**config.mk**
```make
export PLATFORM = sky130hd
export DESIGN_NAME = rename_nwide_flat
export DESIGN_NICKNAME = d
export VERILOG_FILES = /design/src/rtl/rename_nwide_if.sv /design/src/rtl/rename_nwide.sv /design/src/flat_wrapper.sv
export SDC_FILE = /design/constraint.sdc
export NUM_CORES = 2
export LEC_CHECK = 0
export ABC_CLOCK_PERIOD_IN_PS = 10900
export BUFFER_PORTS_ARGS = -buffer_cell sky130_fd_sc_hd__buf_2
export CELL_PAD_IN_SITES_DETAIL_PLACEMENT = 0
export CELL_PAD_IN_SITES_GLOBAL_PLACEMENT = 1
export CORE_UTILIZATION = 40
export CTS_CLUSTER_SIZE = 16
export DETAILED_ROUTE_END_ITERATION = 6
export PLACE_DENSITY = 0.77
export SLEW_MARGIN = 20
export SYNTH_ARGS = -nofsm -noshare
export SYNTH_HDL_FRONTEND = slang
export SYNTH_SLANG_ARGS = --single-unit
```
**constraint.sdc**
```tcl
create_clock -name clk_i -period 10.9 [get_ports clk_i]
set_input_delay 0.545 -clock clk_i [delete_from_list [all_inputs] [get_ports clk_i]]
set_output_delay 0.545 -clock clk_i [all_outputs]
set_load 0.005 [all_outputs]
```
**src/rtl/rename_nwide_if.sv**
```systemverilog
// Handshake and data bundle between decode FIFO / free list and the N-wide rename stage.
// The slave modport is the rename stage's view; the master modport is the surrounding pipeline.
interface rename_nwide_if #(
  parameter int WIDTH    = 2,
  parameter int NUM_ARCH = 32,
  parameter int LOG_ARCH = 5,
  parameter int LOG_PHYS = 6,
  parameter int CW       = 2
);
  logic [WIDTH-1:0]          in_valid;
  logic [WIDTH*LOG_ARCH-1:0] in_src_a;
  logic [WIDTH*LOG_ARCH-1:0] in_src_b;
  logic [WIDTH*LOG_ARCH-1:0] in_dst;
  logic [WIDTH-1:0]          in_reg_write;
  logic [CW-1:0]             in_take;
  logic [LOG_PHYS:0]         free_count;
  logic [WIDTH*LOG_PHYS-1:0] free_regs;
  logic [CW-1:0]             alloc_count;
  logic [CW-1:0]             rob_space;
  logic [CW-1:0]             iq_space;
  logic                      wb_valid;
  logic [LOG_PHYS-1:0]       wb_preg;
  logic                      flush;
  logic [NUM_ARCH*LOG_PHYS-1:0] restore_map;
  logic [WIDTH-1:0]          out_valid;
  logic                      out_ready;
  logic [WIDTH*LOG_PHYS-1:0] out_psrc_a;
  logic [WIDTH*LOG_PHYS-1:0] out_psrc_b;
  logic [WIDTH-1:0]          out_rdy_a;
  logic [WIDTH-1:0]          out_rdy_b;
  logic [WIDTH*LOG_PHYS-1:0] out_pdst;
  logic [WIDTH*LOG_PHYS-1:0] out_old_pdst;

  modport slave (
    input  in_valid, in_src_a, in_src_b, in_dst, in_reg_write, free_count, free_regs,
           rob_space, iq_space, wb_valid, wb_preg, flush, restore_map, out_ready,
    output in_take, alloc_count, out_valid, out_psrc_a, out_psrc_b, out_rdy_a, out_rdy_b,
           out_pdst, out_old_pdst
  );

  modport master (
    output in_valid, in_src_a, in_src_b, in_dst, in_reg_write, free_count, free_regs,
           rob_space, iq_space, wb_valid, wb_preg, flush, restore_map, out_ready,
    input  in_take, alloc_count, out_valid, out_psrc_a, out_psrc_b, out_rdy_a, out_rdy_b,
           out_pdst, out_old_pdst
  );
endinterface

```
**src/rtl/rename_nwide.sv**
```systemverilog
// N-wide register rename: speculative F-RAT, physical busy table, in-group dependency
// resolution and a single registered output stage with valid/ready handshake.
module rename_nwide #(
  parameter int WIDTH    = 2,
  parameter int NUM_ARCH = 32,
  parameter int LOG_ARCH = 5,
  parameter int NUM_PHYS = 64,
  parameter int LOG_PHYS = 6,
  parameter int CW       = 2
) (
  input logic           clk_i,
  input logic           rst_i,
  rename_nwide_if.slave bus
);
  logic [LOG_PHYS-1:0]       map_q [NUM_ARCH];
  logic [LOG_PHYS-1:0]       map_d [NUM_ARCH];
  logic [NUM_PHYS-1:0]       busy_q, busy_d;
  logic [WIDTH-1:0]          out_valid_q, out_valid_d;
  logic [WIDTH-1:0]          rdy_a_q, rdy_a_d, rdy_b_q, rdy_b_d;
  logic [WIDTH*LOG_PHYS-1:0] psrc_a_q, psrc_a_d, psrc_b_q, psrc_b_d;
  logic [WIDTH*LOG_PHYS-1:0] pdst_q, pdst_d, old_q, old_d;
  logic [WIDTH*LOG_PHYS-1:0] ren_psrc_a_s, ren_psrc_b_s, ren_pdst_s, ren_old_s;
  logic [WIDTH-1:0]          ren_rdy_a_s, ren_rdy_b_s;
  logic [WIDTH-1:0]          alloc_s;
  logic [LOG_PHYS-1:0]       new_pdst_s [WIDTH];
  logic                      can_load_s;
  int                        k_s, nalloc_s;

  function automatic logic [LOG_ARCH-1:0] arch_at(input logic [WIDTH*LOG_ARCH-1:0] v, input int j);
    return v[j*LOG_ARCH +: LOG_ARCH];
  endfunction

  // Youngest earlier in-group writer of the same arch reg overrides the F-RAT (returns {preg, rdy}).
  function automatic logic [LOG_PHYS:0] src_lookup(input logic [LOG_ARCH-1:0] s, input int j);
    logic [LOG_PHYS-1:0] p;
    logic                r;
    p = map_q[s];
    r = !busy_q[p] || (bus.wb_valid && (bus.wb_preg == p));
    for (int i = 0; i < j; i++) begin
      if (alloc_s[i] && (arch_at(bus.in_dst, i) == s)) begin
        p = new_pdst_s[i];
        r = 1'b0;
      end
    end
    if (s == '0) begin
      p = '0;
      r = 1'b1;
    end
    return {p, r};
  endfunction

  function automatic logic [LOG_PHYS-1:0] old_lookup(input logic [LOG_ARCH-1:0] d, input int j);
    logic [LOG_PHYS-1:0] p;
    p = map_q[d];
    for (int i = 0; i < j; i++) begin
      if (alloc_s[i] && (arch_at(bus.in_dst, i) == d)) p = new_pdst_s[i];
    end
    return p;
  endfunction

  always_comb begin
    int n;
    n = 0;
    for (int j = 0; j < WIDTH; j++) begin
      alloc_s[j] = bus.in_reg_write[j] && (arch_at(bus.in_dst, j) != '0);
      if (alloc_s[j]) begin
        new_pdst_s[j] = bus.free_regs[n*LOG_PHYS +: LOG_PHYS];
        n = n + 1;
      end else begin
        new_pdst_s[j] = '0;
      end
    end
  end

  // Largest acceptable prefix: stops at the first slot that is invalid or lacks any resource.
  always_comb begin
    logic stop;
    can_load_s = (out_valid_q == '0) || bus.out_ready;
    k_s        = 0;
    nalloc_s   = 0;
    stop       = rst_i || bus.flush || !can_load_s;
    for (int j = 0; j < WIDTH; j++) begin
      if (!stop && bus.in_valid[j] && (j + 1 <= int'(bus.rob_space)) &&
          (j + 1 <= int'(bus.iq_space)) &&
          (nalloc_s + int'(alloc_s[j]) <= int'(bus.free_count))) begin
        k_s      = j + 1;
        nalloc_s = nalloc_s + int'(alloc_s[j]);
      end else begin
        stop = 1'b1;
      end
    end
  end

  always_comb begin
    logic [LOG_PHYS:0] la, lb;
    ren_psrc_a_s = '0;
    ren_psrc_b_s = '0;
    ren_rdy_a_s  = '0;
    ren_rdy_b_s  = '0;
    ren_pdst_s   = '0;
    ren_old_s    = '0;
    for (int j = 0; j < WIDTH; j++) begin
      la = src_lookup(arch_at(bus.in_src_a, j), j);
      lb = src_lookup(arch_at(bus.in_src_b, j), j);
      ren_psrc_a_s[j*LOG_PHYS +: LOG_PHYS] = la[LOG_PHYS:1];
      ren_psrc_b_s[j*LOG_PHYS +: LOG_PHYS] = lb[LOG_PHYS:1];
      ren_rdy_a_s[j] = la[0];
      ren_rdy_b_s[j] = lb[0];
      ren_pdst_s[j*LOG_PHYS +: LOG_PHYS] = new_pdst_s[j];
      if (alloc_s[j]) ren_old_s[j*LOG_PHYS +: LOG_PHYS] = old_lookup(arch_at(bus.in_dst, j), j);
      else            ren_old_s[j*LOG_PHYS +: LOG_PHYS] = '0;
    end
  end

  // Busy set is applied after the writeback clear so a same-cycle realloc stays busy.
  always_comb begin
    map_d       = map_q;
    busy_d      = busy_q;
    out_valid_d = out_valid_q;
    psrc_a_d    = psrc_a_q;
    psrc_b_d    = psrc_b_q;
    rdy_a_d     = rdy_a_q;
    rdy_b_d     = rdy_b_q;
    pdst_d      = pdst_q;
    old_d       = old_q;
    if (bus.flush) begin
      for (int i = 0; i < NUM_ARCH; i++) map_d[i] = bus.restore_map[i*LOG_PHYS +: LOG_PHYS];
      busy_d      = '0;
      out_valid_d = '0;
    end else begin
      if (bus.wb_valid) busy_d[bus.wb_preg] = 1'b0;
      for (int j = 0; j < WIDTH; j++) begin
        if ((j < k_s) && alloc_s[j]) begin
          map_d[arch_at(bus.in_dst, j)] = new_pdst_s[j];
          busy_d[new_pdst_s[j]]         = 1'b1;
        end
      end
      if (k_s > 0) begin
        for (int j = 0; j < WIDTH; j++) out_valid_d[j] = (j < k_s);
        psrc_a_d = ren_psrc_a_s;
        psrc_b_d = ren_psrc_b_s;
        rdy_a_d  = ren_rdy_a_s;
        rdy_b_d  = ren_rdy_b_s;
        pdst_d   = ren_pdst_s;
        old_d    = ren_old_s;
      end else if (bus.out_ready) begin
        out_valid_d = '0;
      end
    end
  end

  always_ff @(posedge clk_i) begin
    if (rst_i) begin
      for (int i = 0; i < NUM_ARCH; i++) map_q[i] <= LOG_PHYS'(i);
      busy_q      <= '0;
      out_valid_q <= '0;
      psrc_a_q    <= '0;
      psrc_b_q    <= '0;
      rdy_a_q     <= '0;
      rdy_b_q     <= '0;
      pdst_q      <= '0;
      old_q       <= '0;
    end else begin
      map_q       <= map_d;
      busy_q      <= busy_d;
      out_valid_q <= out_valid_d;
      psrc_a_q    <= psrc_a_d;
      psrc_b_q    <= psrc_b_d;
      rdy_a_q     <= rdy_a_d;
      rdy_b_q     <= rdy_b_d;
      pdst_q      <= pdst_d;
      old_q       <= old_d;
    end
  end

  assign bus.in_take      = CW'(k_s);
  assign bus.alloc_count  = CW'(nalloc_s);
  assign bus.out_valid    = out_valid_q;
  assign bus.out_psrc_a   = psrc_a_q;
  assign bus.out_psrc_b   = psrc_b_q;
  assign bus.out_rdy_a    = rdy_a_q;
  assign bus.out_rdy_b    = rdy_b_q;
  assign bus.out_pdst     = pdst_q;
  assign bus.out_old_pdst = old_q;
endmodule

```
**src/flat_wrapper.sv**
```systemverilog
// flat-port wrapper written by rule: the top's interface ports become plain ports
module rename_nwide_flat 
#(
  parameter int WIDTH    = 2,
  parameter int NUM_ARCH = 32,
  parameter int LOG_ARCH = 5,
  parameter int NUM_PHYS = 64,
  parameter int LOG_PHYS = 6,
  parameter int CW       = 2
)
  (clk_i, rst_i, bus_in_valid, bus_in_src_a, bus_in_src_b, bus_in_dst, bus_in_reg_write, bus_free_count, bus_free_regs, bus_rob_space, bus_iq_space, bus_wb_valid, bus_wb_preg, bus_flush, bus_restore_map, bus_out_ready, bus_in_take, bus_alloc_count, bus_out_valid, bus_out_psrc_a, bus_out_psrc_b, bus_out_rdy_a, bus_out_rdy_b, bus_out_pdst, bus_out_old_pdst);
  rename_nwide_if #(.WIDTH(WIDTH), .NUM_ARCH(NUM_ARCH), .LOG_ARCH(LOG_ARCH), .LOG_PHYS(LOG_PHYS), .CW(CW)) bus_i ();
  input logic clk_i;
  input logic rst_i;
  input wire logic [$bits(bus_i.in_valid)-1:0] bus_in_valid;
  input wire logic [$bits(bus_i.in_src_a)-1:0] bus_in_src_a;
  input wire logic [$bits(bus_i.in_src_b)-1:0] bus_in_src_b;
  input wire logic [$bits(bus_i.in_dst)-1:0] bus_in_dst;
  input wire logic [$bits(bus_i.in_reg_write)-1:0] bus_in_reg_write;
  input wire logic [$bits(bus_i.free_count)-1:0] bus_free_count;
  input wire logic [$bits(bus_i.free_regs)-1:0] bus_free_regs;
  input wire logic [$bits(bus_i.rob_space)-1:0] bus_rob_space;
  input wire logic [$bits(bus_i.iq_space)-1:0] bus_iq_space;
  input wire logic [$bits(bus_i.wb_valid)-1:0] bus_wb_valid;
  input wire logic [$bits(bus_i.wb_preg)-1:0] bus_wb_preg;
  input wire logic [$bits(bus_i.flush)-1:0] bus_flush;
  input wire logic [$bits(bus_i.restore_map)-1:0] bus_restore_map;
  input wire logic [$bits(bus_i.out_ready)-1:0] bus_out_ready;
  output wire logic [$bits(bus_i.in_take)-1:0] bus_in_take;
  output wire logic [$bits(bus_i.alloc_count)-1:0] bus_alloc_count;
  output wire logic [$bits(bus_i.out_valid)-1:0] bus_out_valid;
  output wire logic [$bits(bus_i.out_psrc_a)-1:0] bus_out_psrc_a;
  output wire logic [$bits(bus_i.out_psrc_b)-1:0] bus_out_psrc_b;
  output wire logic [$bits(bus_i.out_rdy_a)-1:0] bus_out_rdy_a;
  output wire logic [$bits(bus_i.out_rdy_b)-1:0] bus_out_rdy_b;
  output wire logic [$bits(bus_i.out_pdst)-1:0] bus_out_pdst;
  output wire logic [$bits(bus_i.out_old_pdst)-1:0] bus_out_old_pdst;
  assign bus_i.in_valid = bus_in_valid;
  assign bus_i.in_src_a = bus_in_src_a;
  assign bus_i.in_src_b = bus_in_src_b;
  assign bus_i.in_dst = bus_in_dst;
  assign bus_i.in_reg_write = bus_in_reg_write;
  assign bus_i.free_count = bus_free_count;
  assign bus_i.free_regs = bus_free_regs;
  assign bus_i.rob_space = bus_rob_space;
  assign bus_i.iq_space = bus_iq_space;
  assign bus_i.wb_valid = bus_wb_valid;
  assign bus_i.wb_preg = bus_wb_preg;
  assign bus_i.flush = bus_flush;
  assign bus_i.restore_map = bus_restore_map;
  assign bus_i.out_ready = bus_out_ready;
  assign bus_in_take = bus_i.in_take;
  assign bus_alloc_count = bus_i.alloc_count;
  assign bus_out_valid = bus_i.out_valid;
  assign bus_out_psrc_a = bus_i.out_psrc_a;
  assign bus_out_psrc_b = bus_i.out_psrc_b;
  assign bus_out_rdy_a = bus_i.out_rdy_a;
  assign bus_out_rdy_b = bus_i.out_rdy_b;
  assign bus_out_pdst = bus_i.out_pdst;
  assign bus_out_old_pdst = bus_i.out_old_pdst;
  rename_nwide #(.WIDTH(WIDTH), .NUM_ARCH(NUM_ARCH), .LOG_ARCH(LOG_ARCH), .NUM_PHYS(NUM_PHYS), .LOG_PHYS(LOG_PHYS), .CW(CW)) u_core (.clk_i(clk_i), .rst_i(rst_i), .bus(bus_i));
endmodule
```
==> metrics <==
Longest Clk Path Bufs=3; placed inst area=30400 um2; Seq/Total Area, Yosys=21.8%; XOR/XNOR Fraction of Synth Area=1.20%; share of the synthesized area in the top cell type=21.8%; initial antenna violation count=18; Hold WC Path Type=input port to flip-flop; top cell family by delay on the critical path=simple AND/OR/NAND/NOR gates; Post-synth EDFFs=0; Distinct cells, synth=83; multiplexer share of the synthesized area=a little under a third; Post-Syn Area=28500 um2; die height=between 200 and 300 um; DP Cell Count=approximately 4300; commonest non-fill, non-tap cells in the layout=nor2_1 (446), buf_2 (312), dfxtp_1 (310), mux2i_1 (296), a211oi_1 (283); Worst-Margin Slew=1300 ps; non-filler cells, final=4392; cts repair resizes=0; initial core utilization=between 40% and 50%; DR vias=31400; Num CTS Buffers=40; Routed WL=156000 um; largest area contributor in the netlist=dfxtp_1; simple-gate portion of the synthesized area=16.1%; synthesis-stage register bit count=between 300 and 400; Max Clock Freq=141 MHz; largest family of logic cells by synthesized area=multiplexers; first-pass GRT wire length=218000 um; largest net degree at the start of global routing=236; # clock sinks=310; First-pass DRT Iterations=6; GP Congestion=1.11; Cells after Synth=about 3300; Max Cap Viol=0; design area=31800 um2; crit start category=input port; final worst slack=3830 ps; vias in the first global route=28800; detailed router's first-iteration violation count=5420; Post-Synthesis Mean Instance Area=8.55 um2; Lkg Pwr=11.7 nW; peak supply drop=89.9 uV; Core ar.=70300 um2; CP bufs+invs=6; # rows=between 90 and 100; most common cell after layout, fill and taps aside=nor2_1; post-synthesis adder-cell area fraction=less than 1%; Cell Pwr Density=119 nW/um2; TritonCTS clock tree=yes; die footprint=72300 um2; P&R area growth vs syn=11.6%; post-synthesis net count=3597; Compound-Gate Fraction of Synth Area=~24%; H-tree levels=2; final setup TNS=0 ps; routed vias/inst=7.15; CP max stage delay=between 900 and 1000 ps; main flop type after synthesis=dfxtp_1; worst-skew pair later-pin latency=600 ps; # setup viols final=0; RSZ-0062 raised after global routing=false; post-CTS setup buffer count=0; antenna viol nets, final=0; dpl ws=3700 ps; Crit path required time=11420 ps; Wirelength per Cell=35.6 um; Nets=between 3000 and 4000; GRT Residual Overflow=0; YS warnings=0; clk_skew=19.9 ps; CP Class=input port to flip-flop; CP arrival=about 7600 ps; # hold bufs at CTS=0; Worst Path Max Fanout=23; min cycle time layout=between 7000 and 8000 ps; final worst path period share=about two thirds; CP Capture Type=flip-flop; relative slew slack=between 10% and 20%; HPWL after DPL=approximately 110000 um; layout cells sized above 1=between 20% and 30%; clock root buffer=clkbuf_16; Die Width=269 um; io pins=318; max-slew violation count=0; Async S/R FF share, synth=0%; synth top area cells=dfxtp_1 (22%), mux4_2 (18%), mux2i_1 (10%); status=completed; detailed-route DRC error count=0; Fin. Hold Viols=0; input/output buffers=317; Clock Pin Slew Worst Setup and Hold Paths=60 ps; CP max-delay cell=nor2_1; Tot GR Track Use=between 40% and 50%
-- kinds of logic (layout without fill, tap and decap cells) --
family,Yosys count,after routing
adders and majority gates,4,4
AOI/OAI and AO/OA,1021,1021
buffers and inverters,373,484
DFF,310,310
muxes,566,566
xor gates and xnor gates,39,39
other,0,8
and+or+nand+nor,1020,1020
-- sequential cells by signal (all words and copies together), names as in the netlist --
signal,cells
u_core.map_q,192
u_core.bus.out_psrc_b,12
u_core.bus.out_rdy_a,2
u_core.bus.out_pdst,12
u_core.bus.out_valid,2
u_core.bus.out_rdy_b,2
u_core.busy_q,64
u_core.bus.out_old_pdst,12
u_core.bus.out_psrc_a,12
-- area by class of cell --
type / instances / area, um2
Fill cell: 6999 / 38500
Multi-Input combinational cell: 2650 / 20900
Sequential cell: 310 / 6210
Timing Repair Buffer: 387 / 2150
Tap cell: 940 / 1180
Clock buffer: 51 / 1100
Clock inverter: 15 / 144
Inverter: 31 / 119
Antenna cell: 8 / 20.0
-- synth_stat cells (all sizes together), types with 13 or more instances --
master  instances
buf            93
a211oi        284
a22oi         100
xnor2          22
a221oi         22
dfxtp         310
a211o          97
clkbuf        249
nand4          31
mux4          240
nor2          458
xor2           17
o21ai         119
nand2         248
a22o           13
inv            30
a31oi          47
o211ai         16
nor3           55
mux2           27
a21oi         248
mux2i         299
and2           21
nor2b          64
nand3          66
nand2b         17
-- final timing paths --
path,from,endpoint,slack (ps),cells past startpoint
worst min-delay path,bus_restore_map[67],u_core.map_q[121],150,2
worst min register to register,u_core.bus.out_pdst[5],u_core.bus.out_pdst[5],450,2
worst max register to register,u_core.bus.out_valid[1],u_core.map_q[6],5090,19
worst max-delay path,bus_in_dst[4],u_core.map_q[6],3830,25
-- per-layer routing --
metal / track usage, % / up-vias / wire length, um
li1: - / 13000 / -
met1: 51.0 / 15100 / 55100
met2: 61.0 / 2560 / 65200
met3: 15.7 / 706 / 21100
met4: 33.5 / 28 / 14700
met5: 0.473 / - / 211
-- power by group --
group	switching, mW	leakage [nW]	internal (mW)
Sequential	0.129	2.54	1.18
Combinational	0.701	8.52	0.423
Clock	0.576	0.611	0.761
Total	1.41	11.7	2.37
-- per-stage QoR --
stage | total power [mW] | utilization, % | hold WS, ps
floorplan | 1.95 | - | 453
global placement | 2.38 | 43.3 | 444
finish | 3.77 | 45.2 | 154
global route | 3.84 | 45.2 | 173
detailed placement | 2.38 | 43.3 | 449
CTS | 3.70 | 45.1 | 149
(Power assumes the default switching activity.)
